--- config.mk ---
export PLATFORM = sky130hd
export DESIGN_NAME = branch_predictor
export DESIGN_NICKNAME = d
export VERILOG_FILES = /design/src/rtl/datapath_types_pkg.sv /design/src/rtl/branch_predictor_sat_cnt2.sv /design/src/rtl/branch_predictor.sv
export SDC_FILE = /design/constraint.sdc
export NUM_CORES = 1
export LEC_CHECK = 0
export CORE_ASPECT_RATIO = 0.7
export CORE_UTILIZATION = 45
export DETAILED_ROUTE_END_ITERATION = 6
export GPL_ROUTABILITY_DRIVEN = 0
export SLEW_MARGIN = 15
export SYNTH_ARGS = -nofsm -noshare
export SYNTH_HDL_FRONTEND = slang
export SYNTH_HIERARCHICAL = 1
export SYNTH_SLANG_ARGS = --single-unit
--- constraint.sdc ---
create_clock -name CLK -period 6.65 [get_ports CLK]
set_input_delay 1.33 -clock CLK [delete_from_list [all_inputs] [get_ports CLK]]
set_output_delay 1.33 -clock CLK [all_outputs]
set_load 0.01 [all_outputs]
--- src/rtl/datapath_types_pkg.sv ---
// Shared datapath types for the branch target buffer.
// Counter encoding, table entry layout and tag helper.
package datapath_types_pkg;

  typedef enum logic [1:0] {
    STRONG_NT = 2'b00,
    WEAK_NT   = 2'b01,
    WEAK_T    = 2'b10,
    STRONG_T  = 2'b11
  } cnt_e;

  // Widest tag for any legal index width; narrower tags are
  // stored zero-extended so the upper bits trim away.
  localparam int unsigned TAG_MAX_W = 30;

  typedef struct packed {
    logic                 valid;
    logic [TAG_MAX_W-1:0] tag;
    logic [31:0]          target;
    cnt_e                 cnt;
  } btb_entry_t;

  localparam btb_entry_t BTB_RST = '{
    valid:  1'b0,
    tag:    '0,
    target: '0,
    cnt:    WEAK_NT
  };

  // Tag is everything above the index and byte offset.
  function automatic logic [TAG_MAX_W-1:0] tag_of(
    input logic [31:0] pc,
    input int unsigned idx_w
  );
    return TAG_MAX_W'(pc >> (idx_w + 2));
  endfunction

endpackage

--- src/rtl/branch_predictor_sat_cnt2.sv ---
// Two-bit saturating counter next-state logic.
// Purely combinational; holds at either end.
module sat_cnt2
  import datapath_types_pkg::*;
(
  input  cnt_e cnt,
  input  logic taken,
  output cnt_e cnt_next
);

  // Step toward the outcome unless already saturated.
  always_comb begin
    cnt_next = cnt;
    unique case (1'b1)
      taken && (cnt != STRONG_T):
        cnt_next = cnt_e'(cnt + 2'd1);
      !taken && (cnt != STRONG_NT):
        cnt_next = cnt_e'(cnt - 2'd1);
      default: ;
    endcase
  end

endmodule

--- src/rtl/branch_predictor.sv ---
// Direct-mapped branch target buffer with 2-bit counters.
// Zero-latency lookup; one resolved-branch update per cycle.
module branch_predictor
  import datapath_types_pkg::*;
#(
  parameter int unsigned IDX_W = 3
) (
  input  logic        CLK,
  input  logic        nRST,
  input  logic [31:0] iaddr,
  output logic        pred_control,
  output logic [31:0] pred_branch,
  input  logic        upd_en,
  input  logic [31:0] upd_pc,
  input  logic        upd_taken,
  input  logic [31:0] upd_target
);

  localparam int unsigned N = 1 << IDX_W;

  btb_entry_t       tbl_q [N];
  btb_entry_t       l_ent;
  btb_entry_t       u_ent;
  btb_entry_t       entry_d;
  logic [IDX_W-1:0] l_idx;
  logic [IDX_W-1:0] u_idx;
  logic             l_hit;
  logic             u_hit;
  logic             wr_en;
  cnt_e             cnt_nxt;

  assign l_idx = iaddr[IDX_W+1:2];
  assign l_ent = tbl_q[l_idx];
  assign l_hit = l_ent.valid &&
                 (l_ent.tag == tag_of(iaddr, IDX_W));

  assign pred_control = l_hit && l_ent.cnt[1];
  assign pred_branch  = l_hit ? l_ent.target
                              : iaddr + 32'd4;

  assign u_idx = upd_pc[IDX_W+1:2];
  assign u_ent = tbl_q[u_idx];
  assign u_hit = u_ent.valid &&
                 (u_ent.tag == tag_of(upd_pc, IDX_W));

  sat_cnt2 u_sat (
    .cnt      (u_ent.cnt),
    .taken    (upd_taken),
    .cnt_next (cnt_nxt)
  );

  // Train a hit, allocate on a taken miss, else leave alone.
  always_comb begin
    entry_d = u_ent;
    wr_en   = 1'b0;
    unique case (1'b1)
      upd_en && u_hit: begin
        wr_en       = 1'b1;
        entry_d.cnt = cnt_nxt;
        if (upd_taken) entry_d.target = upd_target;
      end
      upd_en && !u_hit && upd_taken: begin
        wr_en          = 1'b1;
        entry_d.valid  = 1'b1;
        entry_d.tag    = tag_of(upd_pc, IDX_W);
        entry_d.target = upd_target;
        entry_d.cnt    = WEAK_T;
      end
      default: ;
    endcase
  end

  // Flop table; reset wipes every entry, dropping any update.
  always_ff @(posedge CLK or negedge nRST) begin
    if (!nRST) begin
      for (int i = 0; i < int'(N); i++) begin
        tbl_q[i] <= BTB_RST;
      end
    end else if (wr_en) begin
      tbl_q[u_idx] <= entry_d;
    end
  end

endmodule

==> results.py, run 1 <==
metrics = {
    "critical_path": {
        "path_buf_inv": 5,
        "required_ns": 5.32,
        "r2r_start": "tbl_q[182]$_DFFE_PN0P_",
        "rrSetupSlack_ns": 2.39,
        "crit_chain": "buf_4 > buf_4 > mux4_2 > mux2i_1 > xor2_1 > nand4_1 > or4_1 > nor4_4 > buf_4 > buf_6 > nor2_1 > a21oi_2 > clkdlybuf4s50_1",
        "worstPathArrival_ns": 5.23,
        "cpMostUsedCell": "buf_4",
        "cp_max_fo": 26,
        "cp-end-kind": "output pin",
        "reg2regPathDepth": 9,
        "cpPeakStageDelay_ns": 0.61,
        "startpoint_type": "input port",
        "critPathTopFamily": "buffers and inverters",
        "reg2reg_to": "tbl_q[183]$_DFFE_PN0P_",
        "worst-setup-path-type": "in2out",
        "cp_slowest_cell": "clkdlybuf4s50_1",
    },
    "sta": {
        "slew_violations": 0,
        "worst_pin_slew_ns": 1.11,
        "skew_ns": 0.0281,
        "hold_viol_final": 0,
        "max_slew_margin_pct": 25.8,
        "finalCriticalPeriod_ns": 6.56,
        "finalSetupViolations": 0,
        "hold_ws_ns": 0.462,
        "timing.final.crit_share_pct": 98.7,
        "max_freq_mhz": 152,
        "finalWorstSetupSlack_ns": 0.0873,
    },
    "logic_synthesis": {
        "synth_cell_types": 72,
        "ys_ff_latch": 520,
        "yosysTopAreaCell": "dfrtp_1",
        "synth-seq-area-share_pct": 39.8,
        "synth_area_leaders": "dfrtp_1 39%, mux2i_1 12%, mux4_2 12%",
        "yosysWarnings": 6,
        "ys.flop_type": "dfrtp_1",
        "synth_edf_count": 0,
        "netlist_area_mm2": 0.0327,
        "synth_nets": 3157,
        "synth_top_cell_area_share_pct": 39.2,
        "postSynth.asyncResetShare_pct": 100,
        "synth.avg_cell_area_um2": 10.7,
        "netlist_instances": 3056,
    },
    "routing": {
        "drt_first_iter_violations": 3709,
        "drc": 0,
        "drt-total-wl_um": 125000,
        "via_count": 28600,
        "drtPass1Iterations": 6,
        "wl_per_cell_um": 30.8,
        "antenna_left": 0,
        "viasPerCell": 7.04,
    },
    "cells_and_area": {
        "top_regs": "tbl_q: 520 flops",
        "fillCellCount": 6220,
        "final_nets": 3150,
        "areaGrowthSynthToFinish_pct": 12.3,
        "top_register": "tbl_q",
        "final_cells": 4057,
        "drive_gt1_share_pct": 15.9,
        "largest_register_ffs": 520,
        "utilization_pct": 51.2,
    },
    "floorplan": {
        "fp-row-count": 82,
        "fp.dieW_um": 324,
        "start_util_pct": 45.6,
        "dieHeight_um": 228,
        "dieArea_mm2": 0.0738,
        "io_pins": 133,
        "core-area_mm2": 0.0717,
    },
    "global_route": {
        "grt_max_degree": 155,
        "grt_pass1_vias": 28200,
        "grt_first_pass_wirelength_um": 186000,
        "overflow": 0,
        "antenna_found_initial": 5,
        "grt.total_usage_pct": 33.8,
    },
    "power_and_ir_drop": {
        "total_power_mw": 9.14,
        "ir_worst_vdd_uv": 186,
        "power.density_mw_per_mm2": 249,
        "p_leak_nw": 13.9,
    },
    "outcome": {
        "status": "completed",
    },
    "clock_network": {
        "clock_sinks": 520,
        "clk_latency_ns": 0.65,
        "cts_buffers": 54,
        "cts_buffer_depth": 3,
        "cts_tree": "yes",
        "clk_pin_slew_ns": 0.06,
        "ctsHoldBuffers": 0,
        "htreeDepth": 2,
        "cts_root_buffer": "clkbuf_16",
        "cts_setup_buffers": 0,
    },
    "placed_design": {
        "dp_cells": 3959,
        "pre_cts_slack_ns": -0.134,
        "port_buffers": 130,
        "hpwl_um": 77100,
    },
    "min_path": {
        "min_path_type": "reg2reg",
        "min_path_cells": 2,
        "min_to": "tbl_q[130]$_DFFE_PN1P_",
        "hp-start": "tbl_q[130]$_DFFE_PN1P_",
    },
    "run": {
        "maxCapViolCount": 0,
    },
}
==> layout make-up <==
class | count | area [µm²] | share of cell area [%]
multi-input cells | 2193 | 18100 | 49.2
repair buffers | 258 | 2570 | 6.99
flip-flops and latches | 520 | 13000 | 35.4
well taps | 966 | 1210 | 3.29
inverters | 22 | 90.1 | 0.245
clock buffers | 81 | 1590 | 4.34
clock inverters | 14 | 174 | 0.473
diodes | 3 | 7.51 | 0.0204
==> cell usage in the layout (no fill, tap or decap), types with 7 or more instances in the layout <==
cell / netlist / routed
o2bb2ai_1: 8 / 8
clkdlybuf4s50_1: 0 / 122
mux4_2: 168 / 168
xor2_1: 44 / 44
o21ai_0: 14 / 14
o22ai_1: 239 / 239
a31oi_1: 33 / 33
nand2b_1: 18 / 18
o31ai_1: 33 / 33
o22a_1: 208 / 208
nand3_1: 18 / 15
and3_1: 14 / 14
nor2_4: 0 / 8
mux2i_1: 380 / 379
clkbuf_8: 0 / 12
nor2_1: 111 / 102
xnor2_1: 23 / 22
a22o_1: 11 / 11
nor3_1: 7 / 7
or2_2: 14 / 14
clkbuf_16: 0 / 55
clkbuf_1: 171 / 14
nand2_1: 276 / 275
dfstp_2: 8 / 8
dfrtp_1: 512 / 512
mux2_2: 48 / 48
buf_12: 11 / 24
a21oi_1: 278 / 275
a2bb2oi_1: 55 / 55
inv_1: 19 / 19
nor2b_1: 38 / 37
buf_4: 10 / 105
a221oi_1: 26 / 26
o21a_1: 7 / 7
nand4_1: 14 / 14
a22oi_1: 22 / 22
a211oi_1: 9 / 9
clkinv_2: 0 / 9
==> metal layers <==
layer | up-vias | track usage [%] | part of all wire [%]
li1 | 11700 | - | -
met1 | 14600 | 48.2 | 41
met2 | 1925 | 48.3 | 43
met3 | 311 | 10.2 | 13
met4 | 5 | 12.5 | 3.1
met5 | - | 0.327 | 0.045
==> synthesized netlist by cell type (18+ instances only) <==
library cell and count:
a21oi_1 278, a221oi_1 26, a22oi_1 22, a2bb2oi_1 55
a31oi_1 33, buf_1 47, buf_2 65, clkbuf_1 171
dfrtp_1 512, inv_1 19, mux2_2 48, mux2i_1 380
mux4_2 168, nand2_1 276, nand2b_1 18, nand3_1 18
nor2_1 111, nor2b_1 38, o22a_1 208, o22ai_1 239
o31ai_1 33, xnor2_1 23, xor2_1 44
==> cell families (layout without fill, tap and decap cells) <==
| kind of cell | after synthesis | after routing | synth area share (%) |
|---|---|---|---|
| AOI/OAI and AO/OA | 970 | 970 | 20.2 |
| other | 0 | 3 | 0 |
| xor gates and xnor gates | 67 | 67 | 1.79 |
| DFF | 520 | 520 | 39.8 |
| adders and majority gates | 1 | 1 | 0.0382 |
| and+or+nand+nor | 558 | 558 | 8.00 |
| muxes | 597 | 597 | 24.9 |
| buffers and inverters | 343 | 375 | 5.25 |
==> through the flow <==
step / area [µm²] / TNS, ns
after floorplan: 32700 / 0
after global placement: 34900 / -0.424
after detailed placement: 34900 / -0.319
after CTS: 36700 / 0
after global routing: 36700 / -0.00113
final: 36700 / 0
==> timing repair <==
action / 4_1_cts / 5_1_grt
hold endpoints to repair: 0 / 0
pin swaps: 0 / 0
resized for setup: 3 / 7
endpoints found under the setup margin: 3 / 22
==> power breakdown <==
| group | switching [mW] | internal, mW | leakage, nW |
|---|---|---|---|
| logic | 1.04 | 0.971 | 6.45 |
| clock network | 1.37 | 1.80 | 0.877 |
| registers | 0.369 | 3.59 | 6.54 |
| total | 2.78 | 6.36 | 13.9 |
==> worst min-delay path: stages (launching register included) <==
cell	delay [ns]
dfstp_2	0.37
inv_1	0.04
o2bb2ai_1	0.05
==> how the worst max path moves through the flow <==
stage | startpoint | endpoint | slack (ns) | cells after the start
finish | iaddr[4] | pred_branch[17] | 0.09 | 13
global route | iaddr[2] | pred_branch[17] | -0.001 | 12
CTS | iaddr[3] | pred_branch[17] | 0.01 | 13
detailed placement | iaddr[3] | pred_branch[19] | -0.13 | 13
global placement | iaddr[3] | pred_branch[19] | -0.17 | 13
floorplan | iaddr[3] | pred_branch[10] | 1.00 | 11
(Power assumes the default switching activity.)
==> inputs of run 2 (changes only) <==
--- a/config.mk
+++ b/config.mk
@@ -9,6 +9,7 @@
 export CORE_UTILIZATION = 45
 export DETAILED_ROUTE_END_ITERATION = 6
 export GPL_ROUTABILITY_DRIVEN = 0
+export GPL_TIMING_DRIVEN = 0
 export SLEW_MARGIN = 15
 export SYNTH_ARGS = -nofsm -noshare
 export SYNTH_HDL_FRONTEND = slang
==> constraint.sdc (replaced) <==
create_clock -name CLK -period 6.65 [get_ports CLK]
set_input_delay 0.9975 -clock CLK [delete_from_list [all_inputs] [get_ports CLK]]
set_output_delay 0.9975 -clock CLK [all_outputs]
set_load 0.01 [all_outputs]
==> run 2 against run 1 <==
Wire length increased by 25%. Register-to-register slack got worse by 0.17 ns. Sequential share of layout area decreased by 0.54 points. Critical endpoint is now pred_branch[3]. Critical path depth increased by 2. Largest cell class unchanged. Critical path type unchanged. Maximum frequency decreased by 1.2%.
==> results.py, run 2 (synthesized netlist as in run 1, its figures left out) <==
metrics = {
    "critical_path": {
        "cp_max_fo": 10,
        "startpoint_type": "input port",
        "worstSetupStartpoint": "iaddr[3]",
        "critPathTopFamily": "buffers and inverters",
        "worst-setup-path-type": "in2out",
        "crit_chain": "clkdlybuf4s50_1 > buf_8 > buf_6 > buf_4 > mux4_2 > mux2i_1 > xor2_2 > nand4_1 > nor4_1 > nand4_1 > buf_4 > clkbuf_4 > nor2_1 > a21o_1 > clkdlybuf4s50_1",
        "cp-end-kind": "output pin",
        "worstPathArrival_ns": 5.64,
        "cpPeakStageDelay_ns": 0.61,
        "required_ns": 5.65,
        "r2r_start": "tbl_q[114]$_DFFE_PN0P_",
        "cp_slowest_cell": "clkdlybuf4s50_1",
        "path_buf_inv": 7,
    },
    "sta": {
        "worst_pin_slew_ns": 1.37,
        "finalCriticalPeriod_ns": 6.64,
        "hold_viol_final": 0,
        "max_freq_mhz": 151,
        "skew_ns": 0.0354,
        "timing.final.crit_share_pct": 99.9,
        "finalWorstSetupSlack_ns": 0.00980,
        "finalSetupViolations": 0,
        "slew_violations": 0,
        "max_slew_margin_pct": 8.86,
        "grt_setup_unrepaired": "false",
    },
    "global_route": {
        "antenna_found_initial": 5,
        "grt_first_pass_wirelength_um": 219000,
        "grt_max_degree": 106,
        "top_usage_layer": "met1",
        "grt_util_met2_pct": 53.5,
        "overflow": 0,
        "grt.total_usage_pct": 41.9,
        "grt_pass1_vias": 30000,
        "use_met3_pct": 24.1,
        "met1_usage_pct": 56.7,
    },
    "floorplan": {
        "core-area_mm2": 0.0717,
        "dieArea_mm2": 0.0738,
        "dieHeight_um": 228,
        "io_pins": 133,
        "fp-row-count": 82,
        "fp.dieW_um": 324,
        "start_util_pct": 45.6,
    },
    "routing": {
        "antenna_left": 0,
        "drt-total-wl_um": 156000,
        "drtPass1Iterations": 7,
        "viasPerCell": 7.41,
        "drt_first_iter_violations": 5491,
        "drc": 0,
        "via_count": 31400,
        "wl_per_cell_um": 36.7,
    },
    "cells_and_area": {
        "final_nets": 3329,
        "top_register": "tbl_q",
        "utilization_pct": 52.0,
        "final_common_cell": "dfrtp_1",
        "fillCellCount": 6280,
        "layout_common_cells": "512 x dfrtp_1, 374 x mux2i_1, 276 x nand2_1",
        "top_regs": "tbl_q: 520 flops",
        "largest_register_ffs": 520,
        "final_cells": 4238,
        "areaGrowthSynthToFinish_pct": 14.1,
        "drive_gt1_share_pct": 16.2,
    },
    "placed_design": {
        "pre_cts_slack_ns": -1.22,
        "hpwl_um": 109000,
        "port_buffers": 95,
        "dp_cells": 4125,
    },
    "clock_network": {
        "clk_pin_slew_ns": 0.06,
        "cts_root_buffer": "clkbuf_16",
        "clock_sinks": 520,
        "cts_buffer_depth": 3,
        "cts_tree": "yes",
        "cts_buffers": 56,
        "clk_latency_ns": 0.68,
        "ctsHoldBuffers": 0,
        "htreeDepth": 2,
    },
    "run": {
        "maxCapViolCount": 0,
    },
    "power_and_ir_drop": {
        "p_leak_nw": 14.1,
        "total_power_mw": 9.43,
        "power.density_mw_per_mm2": 253,
        "ir_worst_vdd_uv": 232,
    },
    "min_path": {
        "min_path_type": "in2async",
    },
    "outcome": {
        "status": "completed",
    },
}
==> run 2: through the flow <==
step	setup TNS (ns)	instance area [µm²]	hold WS (ns)
after floorplan	0	32700	0.439
after global placement	-9830.47	34900	0.447
after detailed placement	-31.73	35100	0.456
after CTS	0	37200	0.342
after global routing	0	37300	0.365
final	0	37300	0.304
==> run 2: final timing paths <==
| check | cells past startpoint | slack (ns) | to |
|---|---|---|---|
| worst max register to register | 10 | 2.22 | tbl_q[391]$_DFFE_PN0P_ |
| worst min-delay path | 1 | 0.30 | tbl_q[480]$_DFFE_PN0P_ |
| worst max-delay path | 15 | 0.01 | pred_branch[3] |
| max in group asynchronous | 3 | 4.96 | tbl_q[41]$_DFFE_PN0P_ |
| min in group CLK | 2 | 0.47 | tbl_q[195]$_DFFE_PN1P_ |
| worst min register to register | 2 | 0.47 | tbl_q[195]$_DFFE_PN1P_ |
==> run 2: routing by layer <==
layer | up-vias | share of wire (%)
met5 | - | 0.12
met4 | 14 | 4.6
met3 | 562 | 19
met2 | 3039 | 38
met1 | 15700 | 38
li1 | 12100 | -
==> run 2: repair_timing <==
item / in CTS / in global routing
resized for setup: 69 / 19
pin swaps: 5 / 2
buffers inserted: 6 / 4
endpoints found under the setup margin: 33 / 28
cloned: 0 / 0
==> run 2: report_power, final <==
part	internal (mW)	leakage, nW	switching [mW]
clock network	1.82	0.915	1.45
logic	0.972	6.68	1.21
registers	3.59	6.54	0.391
total	6.38	14.1	3.05
==> run 2: layout make-up <==
type,count,area (µm²),area share (%)
inverters,22,82.6,0.221
diodes,3,7.51,0.0201
well taps,966,1210,3.24
repair buffers,114,1230,3.29
flip-flops and latches,520,13000,34.9
plain buffers,321,1760,4.72
clock inverters,11,91.3,0.245
clock buffers,88,1740,4.68
multi-input cells,2193,18200,48.7
